**src/rtl/tel_pkg.sv**
```systemverilog
// Shared types and default constants for the telemetry readout sequencer.
// Optional checksum word is enabled by defining TEL_CHKSUM_EN.
package tel_pkg;

    typedef enum logic [2:0] {
        ST_IDLE,
        ST_HEAD,
        ST_FETCH,
        ST_LATCH,
        ST_SEND,
        ST_CHK,
        ST_DONE
    } tel_state_t;

    localparam logic [7:0]  TEL_FIRST_ADDR = 8'h19;
    localparam logic [7:0]  TEL_LAST_ADDR  = 8'h3B;
    localparam logic [15:0] TEL_HEAD_WORD  = 16'h1ACF;

endpackage

```
**src/rtl/tel_chksum_acc.sv**
```systemverilog
// 16-bit additive accumulator with clear and enable; clear wins over accumulate.
module tel_chksum_acc (
    input  logic        clk_in,
    input  logic        rst_in,
    input  logic        clr_in,
    input  logic        en_in,
    input  logic [15:0] din_in,
    output logic [15:0] sum_out
);

    logic [15:0] sum_q, sum_d;

    always_comb begin
        sum_d = sum_q;
        if (clr_in)
            sum_d = 16'h0000;
        else if (en_in)
            sum_d = sum_q + din_in;
    end

    always_ff @(posedge clk_in or negedge rst_in) begin
        if (!rst_in)
            sum_q <= 16'h0000;
        else
            sum_q <= sum_d;
    end

    assign sum_out = sum_q;

endmodule

```
**src/rtl/tel_readout_ctrl.sv**
```systemverilog
// Reads the trigger-monitor address range once per request and streams header,
// data words and (with TEL_CHKSUM_EN defined) a checksum word over valid/ready.
module tel_readout_ctrl
    import tel_pkg::*;
#(
    parameter logic [7:0]  FIRST_ADDR = TEL_FIRST_ADDR,
    parameter logic [7:0]  LAST_ADDR  = TEL_LAST_ADDR,
    parameter logic [15:0] HEAD_WORD  = TEL_HEAD_WORD
) (
    input  logic        clk_in,
    input  logic        rst_in,
    input  logic        tel_req_in,
    input  logic        abort_in,
    output logic        mon_rd_out,
    output logic [7:0]  mon_addr_out,
    input  logic [15:0] mon_data_in,
    output logic [15:0] tx_data_out,
    output logic        tx_valid_out,
    input  logic        tx_ready_in,
    output logic        busy_out,
    output logic        done_out,
    output logic        req_lost_out
);

    tel_state_t  state_q, state_d;
    logic [7:0]  cur_addr_q, cur_addr_d;
    logic [15:0] word_q, word_d;
    logic        req_lost_q, req_lost_d;

    logic handshake;
    logic accept;
    logic aborting;

    assign handshake = tx_valid_out & tx_ready_in;
    assign accept    = (state_q == ST_IDLE) & tel_req_in;
    assign aborting  = (state_q != ST_IDLE) & abort_in;

`ifdef TEL_CHKSUM_EN
    logic [15:0] chksum;

    tel_chksum_acc u_chksum (
        .clk_in  (clk_in),
        .rst_in  (rst_in),
        .clr_in  (accept),
        .en_in   (state_q == ST_LATCH),
        .din_in  (mon_data_in),
        .sum_out (chksum)
    );
`endif

    always_ff @(posedge clk_in or negedge rst_in) begin
        if (!rst_in) begin
            state_q    <= ST_IDLE;
            cur_addr_q <= FIRST_ADDR;
            word_q     <= 16'h0000;
            req_lost_q <= 1'b0;
        end else begin
            state_q    <= state_d;
            cur_addr_q <= cur_addr_d;
            word_q     <= word_d;
            req_lost_q <= req_lost_d;
        end
    end

    // Abort overrides any handshake seen in the same cycle.
    always_comb begin
        state_d = state_q;
        if (aborting) begin
            state_d = ST_IDLE;
        end else begin
            case (state_q)
                ST_IDLE:  if (tel_req_in) state_d = ST_HEAD;
                ST_HEAD:  if (handshake)  state_d = ST_FETCH;
                ST_FETCH: state_d = ST_LATCH;
                ST_LATCH: state_d = ST_SEND;
                ST_SEND: begin
                    if (handshake) begin
                        if (cur_addr_q == LAST_ADDR)
`ifdef TEL_CHKSUM_EN
                            state_d = ST_CHK;
`else
                            state_d = ST_DONE;
`endif
                        else
                            state_d = ST_FETCH;
                    end
                end
`ifdef TEL_CHKSUM_EN
                ST_CHK:   if (handshake) state_d = ST_DONE;
`endif
                ST_DONE:  state_d = ST_IDLE;
                default:  state_d = ST_IDLE;
            endcase
        end
    end

    always_comb begin
        cur_addr_d = cur_addr_q;
        word_d     = word_q;
        req_lost_d = req_lost_q;
        if (accept)
            cur_addr_d = FIRST_ADDR;
        else if ((state_q == ST_SEND) && handshake && !abort_in && (cur_addr_q != LAST_ADDR))
            cur_addr_d = cur_addr_q + 8'd1;
        if (state_q == ST_LATCH)
            word_d = mon_data_in;
        if (accept)
            req_lost_d = 1'b0;
        else if (tel_req_in)
            req_lost_d = 1'b1;
    end

    // rd stays high from HEAD through SEND so the snapshot edge happens exactly once.
    always_comb begin
        tx_data_out  = 16'h0000;
        tx_valid_out = 1'b0;
        mon_rd_out   = 1'b0;
        mon_addr_out = FIRST_ADDR;
        done_out     = 1'b0;
        busy_out     = (state_q != ST_IDLE);
        req_lost_out = req_lost_q;
        case (state_q)
            ST_HEAD: begin
                tx_data_out  = HEAD_WORD;
                tx_valid_out = 1'b1;
                mon_rd_out   = 1'b1;
            end
            ST_FETCH, ST_LATCH: begin
                mon_rd_out   = 1'b1;
                mon_addr_out = cur_addr_q;
            end
            ST_SEND: begin
                tx_data_out  = word_q;
                tx_valid_out = 1'b1;
                mon_rd_out   = 1'b1;
                mon_addr_out = cur_addr_q;
            end
`ifdef TEL_CHKSUM_EN
            ST_CHK: begin
                tx_data_out  = chksum;
                tx_valid_out = 1'b1;
            end
`endif
            ST_DONE: done_out = 1'b1;
            default: ;
        endcase
    end

endmodule

```
**config.mk**
```make
export PLATFORM = sky130hd
export DESIGN_NAME = tel_readout_ctrl
export DESIGN_NICKNAME = d
export VERILOG_FILES = /design/src/rtl/tel_pkg.sv /design/src/rtl/tel_chksum_acc.sv /design/src/rtl/tel_readout_ctrl.sv
export SDC_FILE = /design/constraint.sdc
export NUM_CORES = 1
export LEC_CHECK = 0
export BUFFER_PORTS_ARGS = -buffer_cell sky130_fd_sc_hd__buf_2
export CAP_MARGIN = 20
export CORE_UTILIZATION = 40
export CTS_BUF_LIST = sky130_fd_sc_hd__clkbuf_16
export DETAILED_ROUTE_END_ITERATION = 16
export PLACE_DENSITY_LB_ADDON = 0.1
export SLEW_MARGIN = 10
export SYNTH_ARGS = -nofsm -noshare
export SYNTH_HDL_FRONTEND = slang
export SYNTH_HIERARCHICAL = 1
export SYNTH_SLANG_ARGS = --single-unit
```
**constraint.sdc**
```tcl
create_clock -name clk_in -period 2.2 [get_ports clk_in]
set_input_delay 0.22 -clock clk_in [delete_from_list [all_inputs] [get_ports clk_in]]
set_output_delay 0.22 -clock clk_in [all_outputs]
set_load 0.005 [all_outputs]
```
==> impl_metrics.tcl <==
set metrics [dict create \
    status "finished, violations left" \
    violations "hold timing" \
    num_rows 22 \
    core-area_mm2 0.00372 \
    fin_cells 249 \
    syn_area_per_cell_um2 10.3 \
    ys_types 42 \
    drc 0 \
    die_h_um 64.7 \
    p_leak_nw 0.933 \
    cp_slowest_stage_delay_ns 0.53 \
    wire_per_inst_um 13.4 \
    grt_pass1_wl_um 5800 \
    clock_sinks 28 \
    async_reset_ff_share_pct 100 \
    finalSetupTns_ns 0 \
    ys.flop_type "dfrtp_1" \
    yosys.area.top_type_share_pct 39.8 \
    cp_slowest_cell "a21oi_1" \
    synth_area_leader_cell "dfrtp_1" \
    drt_pass1_iterations 4 \
    tightest_slew_ns 0.638 \
    cp-end-kind "primary output" \
    root_buffer "clkbuf_16" \
    holdBufCountCts 0 \
    cap_viol_max_count 0 \
    max-slew-margin-rel_pct 57.4 \
    power_density_mw_per_mm2 1050 \
    crit_chain "nor3b_1, a21oi_1, or2_1, buf_2" \
    global_route.usage.total_pct 17.8 \
    drive_gt1_share_pct 32.8 \
    routabilityCongestion 0.843 \
    cts.repair.resized 0 \
    portBuffers 49 \
    antennaDiodeCount 0 \
    pin_count 50 \
    syn_inst 153 \
    start_util_pct 42.3 \
    fmax_mhz 494 \
    holdWs_ns -0.0226 \
    holdCritPathClass "primary input to asynchronous set/reset pin" \
    synth_warnings 6 \
    die_area_mm2 0.00418 \
    final_common_cell "buf_2" \
    setup.worst_path.class "register to primary output" \
    grt-ovfl-total 0 \
    yosysSeqAreaShare_pct 44.8 \
    clkTransAtPathRegs_ns 0.07 \
    cts_tree "built" \
    cts-buffers-inserted 3 \
    drt_iter0_markers 84 \
    period_share_pct 92.1 \
    placed_area_mm2 0.00186 \
    place_hpwl_um 2400 \
    htree_levels 1 \
    slew_violations 0 \
    grt_pass1_vias 1274 \
    vias 1294 \
    antenna_found_initial 0 \
    finalInstanceArea_mm2 0.00194 \
    finalCriticalPeriod_ns 2.03 \
    arrival_ns 1.81 \
    vias_per_cell 5.20 \
    syn_nets 175 \
    grt_max_degree 29 \
    clk_latency_ns 0.26 \
    start_kind "register" \
    chipWidth_um 64.7 \
    final_cell_mix "buf_2 (49), dfrtp_1 (25), nand2_1 (18), mux2_1 (16), a21oi_1 (14)" \
    syn_area_mm2 0.00157 \
    clk_path_buf_depth 2 \
    fin_skew_ns 0.00480 \
    synth_enable_flop_cells 0 \
    ys_ff_latch 28 \
    ir_drop_uv 572 \
    cts_setup_buffers 0 \
    wl_um 3340 \
    path_max_fanout 13 \
    setup_violations 0 \
    hold_viol 25 \
    final_nets 224 \
    place_inst 245 \
    synth_area_leaders "dfrtp_1 (40%), mux2_1 (11%), dfstp_2 (5.0%)" \
    rsz0062_at_grt "no" \
    required_ns 1.98 \
    ant_nets 0 \
    nFillCells 347 \
    synthToLayoutAreaGrowth_pct 23.4 \
]
[worst paths after layout]
path | start | end | slack (ns) | cells after the start
setup / recovery | state_q[2]$_DFFE_PN0P_ | mon_addr_out[0] | 0.17 | 4
hold / removal | rst_in | cur_addr_q[5]$_DFFE_PN0P_ | -0.02 | 1
setup reg to reg | cur_addr_q[0]$_DFFE_PN1P_ | state_q[2]$_DFFE_PN0P_ | 0.41 | 4
hold reg to reg | req_lost_out$_DFFE_PN0P_ | req_lost_out$_DFFE_PN0P_ | 0.48 | 1
max in group asynchronous | rst_in | word_q[15]$_DFFE_PN0N_ | 1.80 | 1
min in group clk_in | mon_data_in[13] | word_q[13]$_DFFE_PN0N_ | 0.17 | 2
[worst max-delay path, delay by kind of cell (launching register included)]
family,cells,cell delay [ns]
simple gates,2,0.41
compound gates,1,0.53
flops,1,0.51
buf+inv,1,0.11
[per-stage QoR]
step / total power, W / worst slack (ns) / utilization [%]
detailed placement: 0.00166 / 0.424 / 50.1
global placement: 0.00162 / 0.474 / 50.1
floorplan: 0.00136 / 0.509 / -
CTS: 0.00207 / 0.178 / 52.2
finish: 0.00205 / 0.174 / 52.2
global route: 0.00222 / 0.0429 / 52.2
[cell type report]
class	instances	area, um2	area share (%)
Multi-Input combinational cell	113	813	41.9
Tap cell	48	60.1	3.10
Clock inverter	1	3.75	0.194
Sequential cell	28	704	36.3
Clock buffer	3	75.1	3.87
Timing Repair Buffer	52	268	13.8
Inverter	4	15.0	0.774
[Yosys cell counts (all sizes together), types with 4 or more instances]
cell and count:
inv 4, dfrtp 25, o21ai 4, buf 8, and2 8, mux2 16
nand3 4, nand2 18, nor2b 7, a21oi 14, mux2i 5, or2 5
[power breakdown]
part	switching (W)	internal [W]	leakage [nW]
clock network	0.000160	0.000243	0.0385
registers	0.000157	0.000704	0.339
logic	0.000392	0.000389	0.556
[flip-flops by register name, indices dropped and copies added, names as in the netlist]
register,cells
cur_addr_q,8
req_lost_out,1
state_q,3
word_q,16
[logic make-up (layout without fill, tap and decap cells)]
| family | after synthesis | in the layout | share of synthesized area, % |
|---|---|---|---|
| simple gates | 61 | 61 | 23.8 |
| buf+inv | 12 | 60 | 3.42 |
| flops | 28 | 28 | 44.8 |
| xor+xnor | 2 | 2 | 1.11 |
| fa+ha+maj | 1 | 1 | 0.796 |
| compound gates | 28 | 28 | 11.4 |
| mux | 21 | 21 | 14.6 |
[metal layers]
layer | global-route usage [%] | part of all wire, % | wire length [um]
met1 | 23.5 | 48 | 1600
met5 | 0 | 0 | 0
met2 | 29.6 | 46 | 1540
met4 | 4.17 | 0.69 | 23
met3 | 3.87 | 5.4 | 179
Note: power is estimated with default switching activity, not from simulation.
